**src/rtl/branch_resolution_queue.sv**
```systemverilog
// In-order queue of predicted conditional branches awaiting resolution by execute.
// Emits a registered predictor update per resolve, and redirect + BHR repair on a mispredict.
module branch_resolution_queue #(
  parameter int DEPTH     = 4,
  parameter int IDX_WIDTH = 4,
  parameter int BHR_WIDTH = 4
) (
  input  logic                         clk,
  input  logic                         rst,
  input  logic                         enq_valid,
  output logic                         enq_ready,
  input  logic [31:0]                  enq_pc,
  input  logic [IDX_WIDTH-1:0]         enq_pht_idx,
  input  logic [BHR_WIDTH-1:0]         enq_bhr,
  input  logic                         enq_pred_taken,
  input  logic [31:0]                  enq_pred_target,
  input  logic                         res_valid,
  input  logic                         res_taken,
  input  logic [31:0]                  res_target,
  output logic                         upd_valid,
  output logic                         upd_taken,
  output logic [IDX_WIDTH-1:0]         upd_pht_idx,
  output logic [31:0]                  upd_pc,
  output logic                         mispredict,
  output logic [31:0]                  redirect_pc,
  output logic [BHR_WIDTH-1:0]         recover_bhr,
  output logic [$clog2(DEPTH+1)-1:0]   count,
  output logic                         res_error
);

  localparam int PW = $clog2(DEPTH);
  localparam int CW = $clog2(DEPTH+1);

  typedef enum logic {S_RUN, S_RECOVER} state_t;

  state_t               r_state, w_state_nxt;
  logic [PW-1:0]        r_head, r_tail, w_head_nxt, w_tail_nxt;
  logic [CW-1:0]        r_count, w_count_nxt;

  logic [31:0]          r_pc_mem   [DEPTH];
  logic [IDX_WIDTH-1:0] r_idx_mem  [DEPTH];
  logic [BHR_WIDTH-1:0] r_bhr_mem  [DEPTH];
  logic                 r_ptk_mem  [DEPTH];
  logic [31:0]          r_tgt_mem  [DEPTH];

  logic [31:0]          w_head_pc;
  logic [IDX_WIDTH-1:0] w_head_idx;
  logic [BHR_WIDTH-1:0] w_head_bhr;
  logic                 w_head_ptk;
  logic [31:0]          w_head_tgt;
  logic                 w_full;
  logic                 w_res_fire;
  logic                 w_mis_fire;
  logic                 w_enq_fire;

  // A target mismatch only matters when the branch was actually taken.
  function automatic logic f_mispredict(input logic act_tk, input logic [31:0] act_tgt,
                                        input logic pred_tk, input logic [31:0] pred_tgt);
    return (act_tk != pred_tk) || (act_tk && (act_tgt != pred_tgt));
  endfunction

  function automatic logic [31:0] f_redirect(input logic act_tk, input logic [31:0] act_tgt,
                                             input logic [31:0] br_pc);
    return act_tk ? act_tgt : (br_pc + 32'd4);
  endfunction

  function automatic logic [BHR_WIDTH-1:0] f_repair_bhr(input logic [BHR_WIDTH-1:0] snap,
                                                        input logic act_tk);
    return (snap << 1) | BHR_WIDTH'(act_tk);
  endfunction

  assign w_head_pc  = r_pc_mem[r_head];
  assign w_head_idx = r_idx_mem[r_head];
  assign w_head_bhr = r_bhr_mem[r_head];
  assign w_head_ptk = r_ptk_mem[r_head];
  assign w_head_tgt = r_tgt_mem[r_head];

  assign w_full     = (r_count == CW'(DEPTH));
  assign enq_ready  = (r_state == S_RUN) && !w_full;
  assign count      = r_count;

  assign w_res_fire = res_valid && (r_state == S_RUN) && (r_count != '0);
  assign w_mis_fire = w_res_fire &&
                      f_mispredict(res_taken, res_target, w_head_ptk, w_head_tgt);
  // A mispredict squashes anything fetch offers in the same cycle.
  assign w_enq_fire = enq_valid && enq_ready && !w_mis_fire;

  always_comb begin
    w_state_nxt = r_state;
    w_head_nxt  = r_head;
    w_tail_nxt  = r_tail;
    w_count_nxt = r_count;
    case (r_state)
      S_RUN: begin
        if (w_mis_fire) begin
          w_head_nxt  = r_head + PW'(1);
          w_tail_nxt  = r_head + PW'(1);
          w_count_nxt = '0;
          w_state_nxt = S_RECOVER;
        end else begin
          if (w_res_fire) w_head_nxt = r_head + PW'(1);
          if (w_enq_fire) w_tail_nxt = r_tail + PW'(1);
          w_count_nxt = r_count + CW'(w_enq_fire) - CW'(w_res_fire);
        end
      end
      S_RECOVER: w_state_nxt = S_RUN;
      default:   w_state_nxt = S_RUN;
    endcase
  end

  always_ff @(posedge clk or posedge rst) begin
    if (rst) begin
      r_state <= S_RUN;
      r_head  <= '0;
      r_tail  <= '0;
      r_count <= '0;
    end else begin
      r_state <= w_state_nxt;
      r_head  <= w_head_nxt;
      r_tail  <= w_tail_nxt;
      r_count <= w_count_nxt;
    end
  end

  always_ff @(posedge clk) begin
    if (w_enq_fire) begin
      r_pc_mem[r_tail]  <= enq_pc;
      r_idx_mem[r_tail] <= enq_pht_idx;
      r_bhr_mem[r_tail] <= enq_bhr;
      r_ptk_mem[r_tail] <= enq_pred_taken;
      r_tgt_mem[r_tail] <= enq_pred_target;
    end
  end

  // Result stage: one-cycle pulses plus payloads held until the next resolve.
  always_ff @(posedge clk or posedge rst) begin
    if (rst) begin
      upd_valid   <= 1'b0;
      upd_taken   <= 1'b0;
      upd_pht_idx <= '0;
      upd_pc      <= '0;
      mispredict  <= 1'b0;
      redirect_pc <= '0;
      recover_bhr <= '0;
      res_error   <= 1'b0;
    end else begin
      upd_valid  <= w_res_fire;
      mispredict <= w_mis_fire;
      res_error  <= res_valid && !w_res_fire;
      if (w_res_fire) begin
        upd_taken   <= res_taken;
        upd_pht_idx <= w_head_idx;
        upd_pc      <= w_head_pc;
      end
      if (w_mis_fire) begin
        redirect_pc <= f_redirect(res_taken, res_target, w_head_pc);
        recover_bhr <= f_repair_bhr(w_head_bhr, res_taken);
      end
    end
  end

endmodule

```
**config.mk**
```make
export PLATFORM = sky130hd
export DESIGN_NAME = branch_resolution_queue
export DESIGN_NICKNAME = d
export VERILOG_FILES = /design/src/rtl/branch_resolution_queue.sv
export SDC_FILE = /design/constraint.sdc
export NUM_CORES = 1
export LEC_CHECK = 0
export BUFFER_PORTS_ARGS = -buffer_cell sky130_fd_sc_hd__clkbuf_2
export CORE_MARGIN = 4
export CORE_UTILIZATION = 50
export CTS_CLUSTER_DIAMETER = 50
export CTS_CLUSTER_SIZE = 24
export DETAILED_ROUTE_END_ITERATION = 7
export PLACE_DENSITY = 0.69
export SYNTH_ARGS = -nofsm -noshare
export SYNTH_HDL_FRONTEND = slang
export SYNTH_SLANG_ARGS = --single-unit
```
**constraint.sdc**
```tcl
create_clock -name clk -period 9.7 [get_ports clk]
set_input_delay 2.91 -clock clk [delete_from_list [all_inputs] [get_ports clk]]
set_output_delay 2.91 -clock clk [all_outputs]
set_load 0.05 [all_outputs]
```
After elaboration in Yosys (flattened, before gate mapping)
Memories as Yosys holds them, arrays and structs flattened. A register that Yosys moved wholly into a read port is not among the register bits.
Index checks and enable logic that the tools add are counted.
{ "op_classes": {"mux": 10, "bitwise_logic": 2, "n_reduce_logical": 17, "eq_ne": 3, "addsub": 5} }
{ "op_table": {"columns": ["operator", "n"], "rows": [
  ["$add 32x3->32 const B", 1],
  ["$mux 32", 1],
  ["$ne 32x32->1", 1],
  ["$logic_and 1x1->1", 8],
  ["$mux 2", 4],
  ["$add 2x1->2 const B", 2],
  ["$or 4x1->4", 1],
  ["$reduce_and 2->1", 2],
  ["$reduce_bool 2->1", 2],
  ["$add 3x1->3", 1],
  ["$eq 3x3->1 const B", 1],
  ["$logic_not 1->1", 3],
  ["$mux 1", 3],
  ["$mux 3", 1],
  ["$reduce_bool 3->1", 1],
  ["$sub 3x1->3", 1],
  ["$pmux 1 s2", 1],
  ["$logic_or 1x1->1", 1],
  ["$ne 1x1->1", 1],
  ["$not 1->1", 1]
]} }
{ "word_totals": {"reg_bits": 80, "ramBits": 292, "out_inout_bits": 80, "memories": 5} }
{ "mem_list": {"columns": ["memory", "depth", "width", "read_ports", "rd_clocked_by_memory_dff", "wr", "line_no", "text"], "rows": [
  ["r_pc_mem", 4, 32, 1, 0, 1, "40", "logic [31:0] r_pc_mem [DEPTH];"],
  ["r_tgt_mem", 4, 32, 1, 0, 1, "44", "logic [31:0] r_tgt_mem [DEPTH];"],
  ["r_bhr_mem", 4, 4, 1, 0, 1, "42", "logic [BHR_WIDTH-1:0] r_bhr_mem [DEPTH];"],
  ["r_idx_mem", 4, 4, 1, 1, 1, "41", "logic [IDX_WIDTH-1:0] r_idx_mem [DEPTH];"],
  ["r_ptk_mem", 4, 1, 1, 0, 1, "43", "logic r_ptk_mem [DEPTH];"]
]} }

Longest topological paths before layout
An unclocked memory read counts as a cell.
{ "logic_depth": {"depth_word": 10, "ltp_mapped": 21} }

Worst setup path after synthesis
OpenSTA, ideal clock, no wires.
{ "synth_path": {"kind": "input -> register", "from": "input res_target[2]", "to": "memory r_bhr_mem[1][0], enable pin", "stages": 8, "path_buffers": 2, "arrival_time_ns": 6.330, "required_ns": 9.262, "setup_ns": 0.438, "slack_ns": 2.931, "cell_sequence": "xnor2_1 -> nand2_1 -> or4_1 -> or4b_4 -> o211ai_2 -> buf_6 -> buf_4 -> and3_1"} }
{ "synth_via": {"elab_chain_cells": 8} }
{ "synth_rtl": {"columns": ["item", "line_no", "text"], "rows": [
  ["start: declaration", "19", "input logic [31:0] res_target,"],
  ["$ne 32x32->1", "59", "return (act_tk != pred_tk) || (act_tk && (act_tgt != pred_tgt));"],
  ["$logic_and 1x1->1", "59", null],
  ["$logic_or 1x1->1", "59", null],
  ["$logic_and 1x1->1", "83", "assign w_mis_fire = w_res_fire &&"],
  ["$logic_not 1->1", "86", "assign w_enq_fire = enq_valid && enq_ready && !w_mis_fire;"],
  ["$logic_and 1x1->1", "86", null],
  ["$mux 1", "126", "if (w_enq_fire) begin"],
  ["$mux 1 (implied by the code)", "129", "r_bhr_mem[r_tail] <= enq_bhr;"],
  ["end: declaration", "42", null]
]} }
Every way passes these cells.

Worst setup path after layout
{ "layout_path": {"from": "input res_taken", "to": "memory r_pc_mem[0][22], enable pin"} }
{ "layout_via": {"elab_chain_cells": 7} }
{ "layout_rtl": {"columns": ["item", "line_no", "text"], "rows": [
  ["start: declaration", "18", "input logic res_taken,"],
  ["$ne 1x1->1 or $logic_and 1x1->1 (tied branches)", "59", null],
  ["$logic_or 1x1->1 *", "59", null],
  ["$logic_and 1x1->1 *", "83", null],
  ["$logic_not 1->1 *", "86", null],
  ["$logic_and 1x1->1 *", "86", null],
  ["$mux 1 *", "126", null],
  ["$mux 1 (implied by the code) *", "127", "r_pc_mem[r_tail] <= enq_pc;"],
  ["end: declaration", "40", null]
]} }
Every way passes the cells marked *; elsewhere a longest branch is shown, timed or not.

==> results.json <==
{
  "cts_max_level": 2,
  "num-fill-cells": 2205,
  "cp-start-kind": "input port",
  "clk_pin_slew_ns": 0.06,
  "cp.arrival_ns": 6.65,
  "cts_tree": "done",
  "cp-end-kind": "flop",
  "post_cts_buffers": 0,
  "grt-ovfl-total": 0,
  "synth.distinct_cells": 45,
  "hpwl_um": 22600,
  "synth.most_common_cell": "edfxtp_1",
  "setup.worst_path.class": "in -> reg",
  "ctsResizeCount": 0,
  "vias": 8096,
  "hp-class": "reg -> reg",
  "synth_ff_type": "edfxtp_1",
  "rsz0062_at_grt": "false",
  "grt_pass1_wl_um": 51800,
  "clock_sinks": 372,
  "core-area_um2": 29700,
  "cap_violations": 0,
  "cts_inserted_buffers": 35,
  "drc": 0,
  "hold_viol_final": 0,
  "holdWs_ns": 0.504,
  "setup_tns_ns": 0,
  "p_leak_nw": 6.47,
  "synth_fp_nets": 929,
  "max_slew_margin_pct": 39.5,
  "drtIter0Drc": 562,
  "cts_buffer_depth": 3,
  "worstMarginPinSlew_ns": 0.908,
  "path_common_cell": "buf_4",
  "hold_buffers": 0,
  "die_h_um": 182,
  "seq_area_frac_synth_pct": 71.3,
  "p_per_area_nw_per_um2": 345,
  "cts-root-buf": "clkbuf_16",
  "syn_area_um2": 15100,
  "post-route-period-util_pct": 66.8,
  "die_area_um2": 33000,
  "wirelength_um": 34500,
  "grt_max_degree": 66,
  "grt_pass1_vias": 8367,
  "diodes": 0,
  "cp.required_ns": 9.87,
  "area_growth_pct": 17.1,
  "netlist_instances": 811,
  "gp_congestion": 0.803,
  "async_flop_share_pct": 22.6,
  "rows": 63,
  "max_stage_delay_ns": 0.90,
  "synth-warning-count": 0,
  "clk_latency_ns": 0.52,
  "fin_crit_ns": 6.48,
  "die_x_um": 182,
  "via_per_inst": 5.68,
  "synth_common_cells": "edfxtp_1 (288), dfrtp_1 (84), mux2_2 (62)",
  "path_cells": "clkbuf_2 -> buf_4 -> inv_1 -> a31oi_1 -> o2111ai_1 -> or4_1 -> or4b_4 -> o211ai_4 -> and3_4 -> buf_4",
  "maxSlewViolCount": 0,
  "synth_seq_cells": 372,
  "fin_worst_skew_ns": 0.0267,
  "synth_edf_count": 288,
  "synth_top_area_share_pct": 57.4,
  "synth_area_leader_cell": "edfxtp_1",
  "io_buffers": 188,
  "synthTopCellsByArea": "edfxtp_1 (57%), dfrtp_1 (14%), mux4_2 (9.1%)",
  "clock.fmax_mhz": 154,
  "grt_usage_pct": 20.7,
  "crit_slowest_cell": "and3_4",
  "critPathMaxFanout": 65,
  "layout.nets": 1128,
  "wire_per_inst_um": 24.2,
  "syn_area_per_cell_um2": 18.6,
  "drive_above_1_share_pct": 38.7,
  "detail-route-antenna-nets": 0,
  "start_util_pct": 50.7,
  "setup_violations": 0,
  "status": "complete, no violations",
  "io_pins": 190,
  "antenna_found_initial": 2,
  "dr.pass1.iters": 4,
  "ir_drop_mv": 0.279
}
## worst paths after layout
path | depth (start not counted) | start | slack [ns] | endpoint
setup / recovery | 10 | res_taken | 3.22 | r_pc_mem[0][22]$_DFFE_PP_
hold reg to reg | 1 | upd_pc[20]$_DFFE_PP0P_ | 0.50 | upd_pc[20]$_DFFE_PP0P_
hold / removal | 1 | upd_pc[20]$_DFFE_PP0P_ | 0.50 | upd_pc[20]$_DFFE_PP0P_
min in group asynchronous | 2 | rst | 2.36 | upd_pc[0]$_DFFE_PP0P_
max in group asynchronous | 3 | rst | 6.06 | r_head[1]$_DFFE_PP0P_
setup reg to reg | 9 | r_head[0]$_DFFE_PP0P_ | 4.11 | r_pc_mem[0][22]$_DFFE_PP_
## power breakdown
part           switching (mW)  internal (mW)  total (mW)  leakage (nW)
sequential              0.222           2.13        2.35          3.62
clock                   0.640          0.825        1.46         0.611
combinational            1.45          0.828        2.28          2.25
total                    2.31           3.78        6.09          6.47
## cell type report
class | count | area, um^2 | area share, %
inverter | 13 | 51.3 | 0.290
clock buffer | 40 | 957 | 5.42
sequential | 372 | 10800 | 60.9
timing repair buffer | 199 | 1020 | 5.79
multi-input combinational | 389 | 4080 | 23.1
tap | 390 | 488 | 2.76
clock inverter | 23 | 303 | 1.71
## per-stage QoR
step	worst slack [ns]	util [%]	total power [mW]	std cells	area, um^2
floorplan	2.93	-	4.09	811	15100
global placement	2.70	55.2	4.65	1363	16400
detailed placement	2.65	55.2	4.69	1363	16400
CTS	3.17	59.4	6.15	1426	17700
global route	2.91	59.4	6.38	1426	17700
finish	3.22	59.4	6.09	1426	17700
## cells by family after synthesis
kind of cell,Yosys count,share of synthesized area [%]
and+or+nand+nor,118,3.98
xor gates and xnor gates,66,3.83
muxes,155,16.7
adders and majority gates,8,0.714
buffers and inverters,50,1.86
AOI/OAI and AO/OA,42,1.62
DFF,372,71.3
## cells in the final DEF, fill, tap and decap left out, drive strengths merged, types with 2 or more instances in the layout
| cell type | Yosys | routed |
|---|---|---|
| mux4 | 66 | 66 |
| and3 | 7 | 7 |
| clkinv | 0 | 8 |
| nand4 | 7 | 7 |
| nor2b | 3 | 3 |
| a21oi | 3 | 3 |
| nor3b | 3 | 3 |
| nand3b | 2 | 2 |
| nand2 | 47 | 47 |
| nand3 | 10 | 10 |
| o2111ai | 2 | 2 |
| and2 | 3 | 3 |
| clkbuf | 12 | 228 |
| nor4 | 10 | 10 |
| or4 | 2 | 2 |
| xor2 | 16 | 16 |
| inv | 13 | 23 |
| mux2 | 73 | 73 |
| xnor2 | 50 | 50 |
| nor2 | 9 | 9 |
| nor3 | 9 | 9 |
| and4 | 3 | 3 |
| buf | 25 | 11 |
| dfrtp | 84 | 84 |
| ha | 7 | 7 |
| bufinv | 0 | 3 |
| edfxtp | 288 | 288 |
| clkinvlp | 0 | 2 |
| a22o | 2 | 2 |
| mux2i | 16 | 16 |
| o21ai | 30 | 30 |
## routing by layer
metal  track usage [%]  vias up  wire length (um)
li1                  -     3584                 -
met1              29.9     4177             14700
met2              32.2      281             16300
met3              4.99       50              2570
met4              5.58        4               832
met5                 0        -                32
## critical path, delay by kind of cell
| kind | cells | cell delay, ns |
|---|---|---|
| AOI/OAI and AO/OA | 3 | 0.54 |
| buffers and inverters | 4 | 1.26 |
| and+or+nand+nor | 3 | 1.88 |
## registers in the layout (all words and copies together) (netlist names), 2 cells and up
name and flops:
r_idx_mem 16, r_ptk_mem 4, r_bhr_mem 12, r_tgt_mem 128
upd_pht_idx 4, r_tail 2, r_head 2, upd_pc 32
redirect_pc 32, count 3, r_pc_mem 128, recover_bhr 4
No activity file was read; power rests on OpenSTA's default activity.
